**config.mk**
```make
export PLATFORM = sky130hd
export DESIGN_NAME = dmem_ctrl
export DESIGN_NICKNAME = d
export VERILOG_FILES = /design/src/rtl/dmem_ctrl.sv
export SDC_FILE = /design/constraint.sdc
export NUM_CORES = 1
export LEC_CHECK = 0
export ABC_AREA = 1
export BUFFER_PORTS_ARGS = -buffer_cell sky130_fd_sc_hd__buf_2
export CAP_MARGIN = 20
export CORE_MARGIN = 2
export CORE_UTILIZATION = 48
export CTS_CLUSTER_DIAMETER = 80
export CTS_CLUSTER_SIZE = 14
export DETAILED_ROUTE_END_ITERATION = 10
export MAX_ROUTING_LAYER = met4
export PLACE_DENSITY = 0.85
export SLEW_MARGIN = 10
export SYNTH_ARGS = -nofsm -noshare
export SYNTH_HDL_FRONTEND = slang
export SYNTH_SLANG_ARGS = --single-unit
export TNS_END_PERCENT = 10
```
**constraint.sdc**
```tcl
create_clock -name clk -period 2.12 [get_ports clk]
set_input_delay 0.106 -clock clk [delete_from_list [all_inputs] [get_ports clk]]
set_output_delay 0.106 -clock clk [all_outputs]
set_load 0.02 [all_outputs]
```
**src/rtl/dmem_ctrl.sv**
```systemverilog
// dmem_ctrl: MEM-stage data-memory sequencer for the pipelined MIPS core.
// Turns load/store controls into a single outstanding req/ack bus transaction,
// stalls the pipeline while it is in flight and returns load data to writeback.
// Misaligned word accesses are flagged combinationally and never reach the bus.
// Optional feature: define DMEM_TIMEOUT_EN to abort a transaction that has
// waited TIMEOUT_CYCLES cycles without ack (bus_err_o pulse, rdata_o forced 0).
module dmem_ctrl #(
  parameter int TIMEOUT_CYCLES = 255,
  parameter int CNT_W          = 8
) (
  input  logic        clk,
  input  logic        rst,
  input  logic        memen_i,
  input  logic        memwrite_i,
  input  logic [31:0] addr_i,
  input  logic [31:0] wdata_i,
  input  logic        flush_i,
  output logic        stall_o,
  output logic [31:0] rdata_o,
  output logic        adel_o,
  output logic        ades_o,
  output logic        bus_err_o,
  output logic        bus_req_o,
  output logic        bus_wr_o,
  output logic [31:0] bus_addr_o,
  output logic [31:0] bus_wdata_o,
  input  logic        bus_ack_i,
  input  logic [31:0] bus_rdata_i
);

  typedef enum logic [1:0] {
    S_IDLE = 2'd0,
    S_WAIT = 2'd1,
    S_DONE = 2'd2
  } state_t;

`ifdef DMEM_TIMEOUT_EN
  localparam logic TO_EN = 1'b1;
`else
  // Without the timeout the counter is held at zero and never compared.
  localparam logic TO_EN = 1'b0;
`endif

  // Count value seen in the last permitted WAIT cycle (counter starts at 0).
  localparam logic [CNT_W-1:0] CNT_LAST = CNT_W'(TIMEOUT_CYCLES - 1);

  state_t            state_q, state_d;
  logic              req_q, req_d;
  logic              wr_q, wr_d;
  logic [31:0]       addr_q, addr_d;
  logic [31:0]       wdata_q, wdata_d;
  logic [31:0]       rdata_q, rdata_d;
  logic              err_q, err_d;
  logic [CNT_W-1:0]  cnt_q, cnt_d;

  logic              idle_s;
  logic              misaligned_s;
  logic              start_s;
  logic              timeout_s;

  assign idle_s       = (state_q == S_IDLE);
  assign misaligned_s = (addr_i[1:0] != 2'b00);
  assign start_s      = memen_i & ~flush_i & ~misaligned_s & idle_s;
  assign timeout_s    = TO_EN & (cnt_q == CNT_LAST);

  assign stall_o = start_s | (state_q == S_WAIT);
  assign adel_o  = memen_i & ~memwrite_i & misaligned_s & idle_s;
  assign ades_o  = memen_i &  memwrite_i & misaligned_s & idle_s;

  assign bus_req_o   = req_q;
  assign bus_wr_o    = wr_q;
  assign bus_addr_o  = addr_q;
  assign bus_wdata_o = wdata_q;
  assign rdata_o     = rdata_q;
  assign bus_err_o   = err_q;

  // Next-state and next-output computation for the bus transaction sequencer.
  always_comb begin
    state_d = state_q;
    req_d   = req_q;
    wr_d    = wr_q;
    addr_d  = addr_q;
    wdata_d = wdata_q;
    rdata_d = rdata_q;
    err_d   = 1'b0;
    cnt_d   = cnt_q;
    case (state_q)
      S_IDLE: begin
        if (start_s) begin
          req_d   = 1'b1;
          wr_d    = memwrite_i;
          addr_d  = addr_i;
          wdata_d = wdata_i;
          cnt_d   = '0;
          state_d = S_WAIT;
        end else begin
          state_d = S_IDLE;
        end
      end
      S_WAIT: begin
        // Ack beats the timeout when both land on the same cycle.
        if (bus_ack_i) begin
          req_d   = 1'b0;
          wr_d    = 1'b0;
          if (!wr_q) begin
            rdata_d = bus_rdata_i;
          end else begin
            rdata_d = rdata_q;
          end
          state_d = S_DONE;
        end else if (timeout_s) begin
          req_d   = 1'b0;
          wr_d    = 1'b0;
          rdata_d = 32'h0000_0000;
          err_d   = 1'b1;
          state_d = S_DONE;
        end else begin
          if (TO_EN) begin
            cnt_d = cnt_q + CNT_W'(1);
          end else begin
            cnt_d = cnt_q;
          end
          state_d = S_WAIT;
        end
      end
      S_DONE: begin
        // memen_i still belongs to the completed instruction here; ignore it.
        state_d = S_IDLE;
      end
      default: begin
        state_d = S_IDLE;
      end
    endcase
  end

  // State and registered-output flops with synchronous reset.
  always_ff @(posedge clk) begin
    if (rst) begin
      state_q <= S_IDLE;
      req_q   <= 1'b0;
      wr_q    <= 1'b0;
      addr_q  <= 32'h0000_0000;
      wdata_q <= 32'h0000_0000;
      rdata_q <= 32'h0000_0000;
      err_q   <= 1'b0;
      cnt_q   <= '0;
    end else begin
      state_q <= state_d;
      req_q   <= req_d;
      wr_q    <= wr_d;
      addr_q  <= addr_d;
      wdata_q <= wdata_d;
      rdata_q <= rdata_d;
      err_q   <= err_d;
      cnt_q   <= cnt_d;
    end
  end

endmodule

```
# Word-level counts from Yosys, hierarchy flattened
# Cells that the tools add are included.
# totals
reg_bits,100
inputBits,102
output_inout_bits,102
elab_cells,37
# op_classes
eq_ne,3
muxes,8
bitwise_logic,14
reduce_logical,6
# ops
operator,n
1-bit AND,9
3-bit AND reduction,2
1-bit two-way mux,4
1-bit inverter,4
1-bit case mux with 2 select lines,2
2-bit case mux with 2 select lines,1
2-bit nonzero test,2
2-bit by 1-bit equality test with 1-bit output (second input constant),1
2-bit zero test,1
2-bit two-way mux,1
2-bit by 1-bit != test with 1-bit output (second input constant),1
2-bit != test (second input constant),1
2-bit AND reduction,1
1-bit bitwise OR,1

# Depth between registers and ports, before layout
# Gate-level depths: netlist (run 1).
# depth
depth_word,6
depth_mapped,8
ltp_nobuf,6

# Worst setup path after synthesis (run 1)
# No wires, ideal clock.
# synth_timing
path_kind,register to output
from,register state_q[1]
to,output port stall_o
arrival_time_ps,1112
required_time_ps,2014
setup_slack_ps,902
path_stages_with_launch,6
n_path_buf,2
path_cell_list,dfxtp_1 -> nor2_1 -> nand3_2 -> buf_4 -> buf_2 -> o21ai_0
# synth_between
elab_chain_len,3
elab_cells_between_ends,4
classes_between,eq/ne (1); bitwise (2); reduce/logical (1)
# synth_rtl
element,line_no,rtl
from (decl),47,"state_t state_q, state_d;"
from (signal assigned),148,state_q <= state_d;
2-bit zero test,61,assign idle_s = (state_q == S_IDLE);
1-bit AND,63,assign start_s = memen_i & ~flush_i & ~misaligned_s & idle_s;
1-bit bitwise OR (*),66,assign stall_o = start_s | (state_q == S_WAIT);
to (decl),18,"output logic stall_o,"
# Mark *: on every way between the ends. The rest lies on a longest branch, timed or not.

# Worst setup path after layout (run 1)
# Same ends and word-level chain as after synthesis.

==> results.json, run 1 <==
{
  "status": "finished, final reports clean",
  "overflow": 0,
  "seqPwrFrac_pct": 53.9,
  "report.final.slew_viol_count": 0,
  "internal-power_mw": 2.638,
  "ctsResizeCount": 0,
  "vias": 4387,
  "ys_top_cells_by_area": "dfxtp_1 51%, nor2_1 19%, nand2_1 13%",
  "nets": 939,
  "synth_area_mm2": 0.003891,
  "crit_path_start_kind": "flop",
  "fillerInstances": 553,
  "rows": 32,
  "wl_per_cell_um": 12.64,
  "syn-instance-count": 572,
  "drt_pass1_iterations": 5,
  "worstHoldPathType": "in2reg",
  "grt_max_degree": 83,
  "start_util_pct": 49.84,
  "maxSlewHeadroom_pct": 63.63,
  "placedInstanceArea_mm2": 0.004928,
  "yosysWarnings": 0,
  "cts.htree.levels": 3,
  "fp.coreArea_mm2": 0.007807,
  "tritoncts": "yes",
  "ir_drop_mv": 0.4803,
  "finalHoldViolations": 0,
  "synth_common_cells": "195 x nor2_1, 130 x nand2_1, 100 x dfxtp_1",
  "syn_to_final_growth_pct": 51.54,
  "cap_viol_max_count": 0,
  "drive_gt1_share_pct": 27.08,
  "ys_ff_latch": 100,
  "postCtsSetupRepairBufs": 0,
  "regToRegSetupSlack_ns": 0.43,
  "yosysUniqueCellTypes": 17,
  "vias_per_cell": 4.642,
  "synth.most_common_cell": "nor2_1",
  "grt_pass1_wl_um": 18730,
  "synth-edff-count": 0,
  "timing.fmax_ghz": 0.5454,
  "switchingPower_uw": 999.7,
  "dieArea_mm2": 0.008843,
  "path_clk_slew_ns": 0.11,
  "clock-sinks": 100,
  "ioPinCount": 204,
  "comb_power_share_pct": 14.8,
  "ys.flop_type": "dfxtp_1",
  "route.detailed.drc": 0,
  "die_y_um": 94.04,
  "critical_path_class": "reg2out",
  "setup_viol": 0,
  "finalCritPeriodShare_pct": 86.49,
  "critPathArrivalTime_ns": 1.73,
  "clock_path_buffers": 2,
  "crit_path_max_fanout": 45,
  "powerDensity_mw_per_mm2": 616.8,
  "dpl.hpwl_um": 6844,
  "die_x_um": 94.04,
  "antenna_found_initial": 0,
  "finalSetupTns_ns": 0,
  "timing_worst_slew_pin_value_ns": 0.5448,
  "ys_async_sr_fraction_pct": 0,
  "p_sw_share_pct": 27.49,
  "endpoint_kind": "primary output",
  "gp_congestion": 0.8605,
  "io_buffers": 202,
  "skew_ns": 0.01061,
  "cts_buffers": 9,
  "postRouteAntennaNets": 0,
  "synth_top_cell_area_share_pct": 51.45,
  "grt_usage_pct": 27.53,
  "wirelength_um": 11950,
  "syn_area_per_cell_um2": 6.803,
  "clockPowerShare_pct": 31.3,
  "leakage_nw": 3.322,
  "fin_crit_ns": 1.834,
  "grt_pass1_vias": 4307,
  "cts-root-buf": "clkbuf_8",
  "cp.required_ns": 2.01,
  "clkLatencyLatePin_ns": 0.35,
  "final_util_pct": 75.53,
  "yosys.area.top_type": "dfxtp_1",
  "yosysSeqAreaShare_pct": 51.45,
  "rsz0062_at_grt": "false",
  "synth_fp_nets": 674,
  "drtIter0Drc": 162,
  "design_area_mm2": 0.005897
}
-- final timing paths --
check / start / to / depth (start not counted)
worst max-delay path: state_q[1] / stall_o / 4
worst min-delay path: bus_rdata_i[18] / rdata_o[18] / 3
worst min register to register: bus_addr_o[1] / bus_addr_o[1] / 2
worst max register to register: state_q[1] / bus_wdata_o[27] / 5
-- placed cells by master (no fill, tap or decap) --
cell and instances:
inv_2 2, conb_1 1, buf_12 2, nand2_1 130
inv_1 69, clkinvlp_4 1, nor3_1 2, nand3_1 4
nor2_2 2, buf_2 202, inv_8 2, clkbuf_8 9
dlygate4sd3_1 78, buf_4 3, dfxtp_1 100, clkinv_2 1
clkinv_4 3, o21ai_0 33, diode_2 1, nand3_4 1
a21oi_1 2, nor2_1 195
-- through the flow --
step	hold slack, ns	setup WS [ns]	power [mW]	std cells
after floorplan	0.1751	0.9019	2.230	572
after detailed placement	0.3338	0.5059	2.407	850
final	0.01850	0.2864	3.637	945
after global routing	0.004563	0.1278	3.795	944
after CTS	0.003845	0.3040	3.647	944
after global placement	0.3254	0.5667	2.395	850
-- power by group through the flow --
stage / Clock (mW) / Sequential [mW] / Combinational [mW]
6_report: 1.14 / 1.96 / 0.537
5_1_grt: 1.24 / 1.97 / 0.587
4_1_cts: 1.17 / 1.96 / 0.520
3_5_place_dp: 0 / 2.00 / 0.406
3_3_place_gp: 0 / 2.00 / 0.397
2_1_floorplan: 0 / 2.07 / 0.162
-- critical path, stage by stage, from the launching register on --
cell     delay [ns]
dfxtp_1        0.36
nor2_1         0.20
nand3_4        0.41
o21ai_0        0.21
buf_2          0.20
-- flip-flops by register name, summed over array words and instances (netlist names) --
name / count
bus_wdata_o: 32
bus_req_o: 1
bus_addr_o: 32
bus_wr_o: 1
rdata_o: 32
state_q: 2
-- cells by family after synthesis --
family                 count (synthesis)  share of synthesized area (%)
AO/OA/AOI/OAI                         35                          4.502
buffers and inverters                102                          11.25
flip-flops                           100                          51.45
other                                  1                        0.09637
AND/OR/NAND/NOR                      334                          32.70
-- metal layers --
metal | GRT usage (%) | vias up | routed length [µm]
met5 | - | - | 0
met4 | 15.34 | 0 | 490
met3 | 4.173 | 43 | 592
met2 | 49.82 | 180 | 6294
met1 | 28.43 | 1969 | 4571
li1 | - | 2195 | -
-- what timing repair did --
action / CTS / global route
endpoints found under the setup margin: 0 / 0
endpoints found under the hold margin: 80 / 0
hold buffers: 78 / 0
-- layout make-up --
class	count	area, µm²	share of cell area [%]
Tap cell	102	127.6	2.164
Clock buffer	9	123.9	2.101
Clock inverter	7	61.31	1.040
Multi-Input combinational cell	370	1459	24.74
Antenna cell	1	2.502	0.04244
Inverter	71	266.5	4.519
Timing Repair Buffer	285	1854	31.44
Sequential cell	100	2002	33.95
Note: power is estimated with default switching activity, not from simulation.
==> inputs of run 2 (changes only) <==
- CELL_PAD_IN_SITES_DETAIL_PLACEMENT: unset -> 0
- CELL_PAD_IN_SITES_GLOBAL_PLACEMENT: unset -> 2
- CORE_UTILIZATION: 48 -> 24
==> results.json, run 2 (synthesis results as in run 1) <==
{
  "status": "finished, final reports clean",
  "timing_worst_slew_pin_value_ns": 0.6227,
  "io_buffers": 202,
  "endpoint_kind": "primary output",
  "finalPower_mw": 4.149,
  "finalHoldViolations": 0,
  "grt_pass1_vias": 3955,
  "rsz0062_at_grt": "false",
  "wirelength_um": 11570,
  "dpl.hpwl_um": 7751,
  "num_antenna_cells": 0,
  "ir_drop_mv": 0.3302,
  "maxSlewHeadroom_pct": 58.48,
  "fin_crit_ns": 1.800,
  "cts.htree.levels": 3,
  "wl_per_cell_um": 10.94,
  "powerDensity_mw_per_mm2": 674.5,
  "drive_gt1_share_pct": 27.11,
  "dieArea_mm2": 0.01725,
  "grt_max_degree": 57,
  "nets": 939,
  "worstHoldPathType": "in2reg",
  "skew_ns": 0.007812,
  "critical_path_class": "reg2out",
  "final_cell_mix": "202 x buf_2, 195 x nor2_1, 130 x nand2_1",
  "place_worst_setup_slack_ns": 0.5945,
  "route.detailed.drc": 0,
  "report.final.slew_viol_count": 0,
  "die_x_um": 131.3,
  "syn_to_final_growth_pct": 58.10,
  "grt_usage_pct": 13.99,
  "finalCritPeriodShare_pct": 84.91,
  "postRouteAntennaNets": 0,
  "cts_buffers": 9,
  "timing.fmax_ghz": 0.5555,
  "final_common_cell": "buf_2",
  "clock_path_buffers": 2,
  "fp.coreArea_mm2": 0.01589,
  "cp.required_ns": 2.01,
  "grt_pass1_wl_um": 19280,
  "cap_viol_max_count": 0,
  "setup_viol": 0,
  "cts-root-buf": "clkbuf_16",
  "crit_path_start_kind": "flop",
  "critPathArrivalTime_ns": 1.69,
  "drtIter0Drc": 153,
  "antenna_found_initial": 0,
  "drt_pass1_iterations": 4,
  "gp_congestion": 0.7350,
  "ioPinCount": 204,
  "vias": 4055,
  "leakage_nw": 3.372,
  "die_y_um": 131.3,
  "crit_path_max_fanout": 33,
  "final_util_pct": 38.73,
  "fillerInstances": 1762,
  "place_inst": 966,
  "clock-sinks": 100,
  "finalSetupTns_ns": 0,
  "instances_no_fill": 1057,
  "path_clk_slew_ns": 0.07,
  "tritoncts": "yes",
  "ctsResizeCount": 0,
  "clkLatencyLatePin_ns": 0.35,
  "rows": 46,
  "start_util_pct": 24.50,
  "fin_ws_ns": 0.3199,
  "overflow": 0,
  "vias_per_cell": 3.836
}
==> run 2: critical path, stage by stage (launching register included) <==
cell     delay, ns
dfxtp_1       0.34
nor2_1        0.19
nand3_4       0.35
o21ai_0       0.24
buf_2         0.22
==> run 2: area by class of cell <==
type                    instances  area, µm²  area share [%]
clock buffers                  11      242.7           3.945
clock inverters                 4      50.05          0.8135
inverters                      71      266.5           4.332
multi-input cells             370       1459           23.71
flip-flops and latches        100       2002           32.54
well taps                     216      270.3           4.393
repair buffers                285       1862           30.26
==> run 2: timing repair <==
item	CTS	global route
endpoints found under the hold margin	78	0
buffers inserted	0	0
hold buffers	76	0
==> run 2: stage by stage <==
step,area [µm²],hold WS [ns]
floorplan,3891,0.1751
global placement,5099,0.3285
detailed placement,5099,0.3317
CTS,6152,0.0004486
global route,6152,0.02551
finish,6152,0.01361
==> run 2: worst paths after layout <==
check	start	endpoint	slack [ns]	depth (start not counted)
worst min-delay path	bus_rdata_i[8]	rdata_o[8]	0.01	3
worst max register to register	state_q[1]	bus_wdata_o[18]	0.60	6
worst min register to register	bus_addr_o[0]	bus_addr_o[0]	0.45	2
worst max-delay path	state_q[1]	stall_o	0.32	4
==> run 2: where the power goes <==
group	total, mW	internal [mW]	leakage (nW)	switching (mW)
combinational	0.520	0.254	2.42	0.266
sequential	1.96	1.93	0.811	0.0249
clock	1.67	0.941	0.138	0.732
total	4.15	3.13	3.37	1.02
==> run 2: per-layer routing <==
metal / GRT usage, % / wire length (µm) / share of wire, %
met5: - / 0 / 0
met2: 22.05 / 5217 / 45
met3: 3.009 / 589 / 5.1
met1: 17.44 / 5506 / 48
met4: 5.797 / 252 / 2.2
==> inputs of run 3 (changes only) <==
- CORE_UTILIZATION: 24 -> 22
- PLACE_DENSITY: 0.85 -> 0.79
- clock period: 2.12 -> 1.7 ns (I/O delays scaled with it)
==> results.json, run 3 (synthesis results as in run 1) <==
{
  "path_clk_slew_ns": 0.07,
  "cap_viol_max_count": 0,
  "skew_ns": 0.006083,
  "path_cells": "nor2_1 > nand3_4 > o21ai_0 > buf_2",
  "place_worst_setup_slack_ns": 0.2145,
  "fin_crit_ns": 1.439,
  "route.detailed.drc": 0,
  "fin_ws_ns": 0.2611,
  "vias": 4114,
  "syn_to_final_growth_pct": 65.05,
  "drt_pass1_iterations": 4,
  "vias_per_cell": 3.774,
  "cts_buffers": 9,
  "setup_viol": 0,
  "ioPinCount": 204,
  "max_stage_delay_ns": 0.34,
  "drive_gt1_share_pct": 26.77,
  "critical_path_class": "reg2out",
  "final_cell_mix": "202 x buf_2, 195 x nor2_1, 130 x nand2_1",
  "gp_congestion": 0.7267,
  "status": "finished, final reports clean",
  "io_buffers": 202,
  "die_x_um": 137.0,
  "dieArea_mm2": 0.01877,
  "tritoncts": "yes",
  "leakage_nw": 3.476,
  "cp.required_ns": 1.62,
  "rows": 48,
  "ctsResizeCount": 0,
  "worstHoldPathType": "in2reg",
  "critPathArrivalTime_ns": 1.35,
  "fp.coreArea_mm2": 0.01730,
  "drtIter0Drc": 151,
  "instances_no_fill": 1090,
  "report.final.slew_viol_count": 0,
  "nets": 960,
  "fillerInstances": 1891,
  "ir_drop_mv": 0.4370,
  "grt_pass1_wl_um": 18570,
  "finalCritPeriodShare_pct": 84.64,
  "grt_pass1_vias": 3873,
  "clkLatencyLatePin_ns": 0.35,
  "crit_path_top_delay_cell": "dfxtp_1",
  "grt_max_degree": 53,
  "start_util_pct": 22.50,
  "antenna_found_initial": 1,
  "clock_path_buffers": 2,
  "clock-sinks": 100,
  "timing.fmax_ghz": 0.6950,
  "overflow": 0,
  "cts-root-buf": "clkbuf_16",
  "wl_per_cell_um": 10.93,
  "crit_path_start_kind": "flop",
  "wirelength_um": 11920,
  "endpoint_kind": "primary output",
  "postRouteAntennaNets": 0,
  "powerDensity_mw_per_mm2": 818.2,
  "finalSetupTns_ns": 0,
  "die_y_um": 137.0,
  "dpl.hpwl_um": 7838,
  "final_common_cell": "buf_2",
  "grt_usage_pct": 12.89,
  "finalHoldViolations": 0,
  "crit_path_max_fanout": 5,
  "cts.htree.levels": 3,
  "place_inst": 975,
  "rsz0062_at_grt": "false"
}
[run 3: layout make-up]
| cell class | instances | area (µm²) | area share (%) |
|---|---|---|---|
| multi-input combinational | 370 | 1459 | 22.72 |
| timing repair buffer | 306 | 2105 | 32.77 |
| tap | 225 | 281.5 | 4.383 |
| sequential | 100 | 2002 | 31.17 |
| clock buffer | 11 | 242.7 | 3.779 |
| antenna | 2 | 5.005 | 0.07793 |
| inverter | 71 | 266.5 | 4.150 |
| clock inverter | 5 | 61.31 | 0.9546 |
[run 3: stage by stage]
stage / power [mW] / hold WS, ns / cell area [µm²] / util (%)
2_1_floorplan: 2.780 / 0.1541 / 3891 / -
3_3_place_gp: 3.024 / 0.3087 / 5147 / 29.76
3_5_place_dp: 3.022 / 0.3072 / 5147 / 29.76
4_1_cts: 5.379 / 0.006392 / 6402 / 37.02
5_1_grt: 5.549 / 0.04216 / 6420 / 37.12
6_report: 5.255 / 0.03062 / 6422 / 37.13
[run 3: metal layers]
layer | global-route usage [%] | vias to the layer above | part of all wire [%]
met2 | 20.23 | 119 | 45
met5 | - | - | 0
met1 | 15.37 | 1732 | 46
li1 | - | 2246 | -
met3 | 3.556 | 17 | 6.8
met4 | 5.842 | 0 | 2.2
[run 3: timing repair]
action / 4_1_cts / 5_1_grt
hold endpoints to repair: 97 / 0
hold buffers: 95 / 0
buffers inserted: 0 / 2
setup endpoints to repair: 0 / 1
[run 3: critical path: cells and delay by family, from the launching register on]
family | cells | cell delay, ns
AO/OA/AOI/OAI | 1 | 0.11
flip-flops | 1 | 0.34
buffers and inverters | 1 | 0.22
AND/OR/NAND/NOR | 2 | 0.35
[run 3: path summary, 6_finish.rpt]
path	start	to	slack [ns]	cells after the start
setup / recovery	state_q[1]	stall_o	0.26	4
hold / removal	bus_ack_i	state_q[0]	0.03	4
setup reg to reg	state_q[0]	rdata_o[25]	0.31	6
hold reg to reg	bus_addr_o[0]	bus_addr_o[0]	0.45	2
[run 3: power by group]
| group | internal, mW | switching (mW) | total [mW] | leakage, nW |
|---|---|---|---|---|
| combinational | 0.355 | 0.341 | 0.696 | 2.53 |
| sequential | 2.41 | 0.0309 | 2.44 | 0.811 |
| clock | 1.19 | 0.933 | 2.12 | 0.138 |
| total | 3.95 | 1.30 | 5.25 | 3.48 |
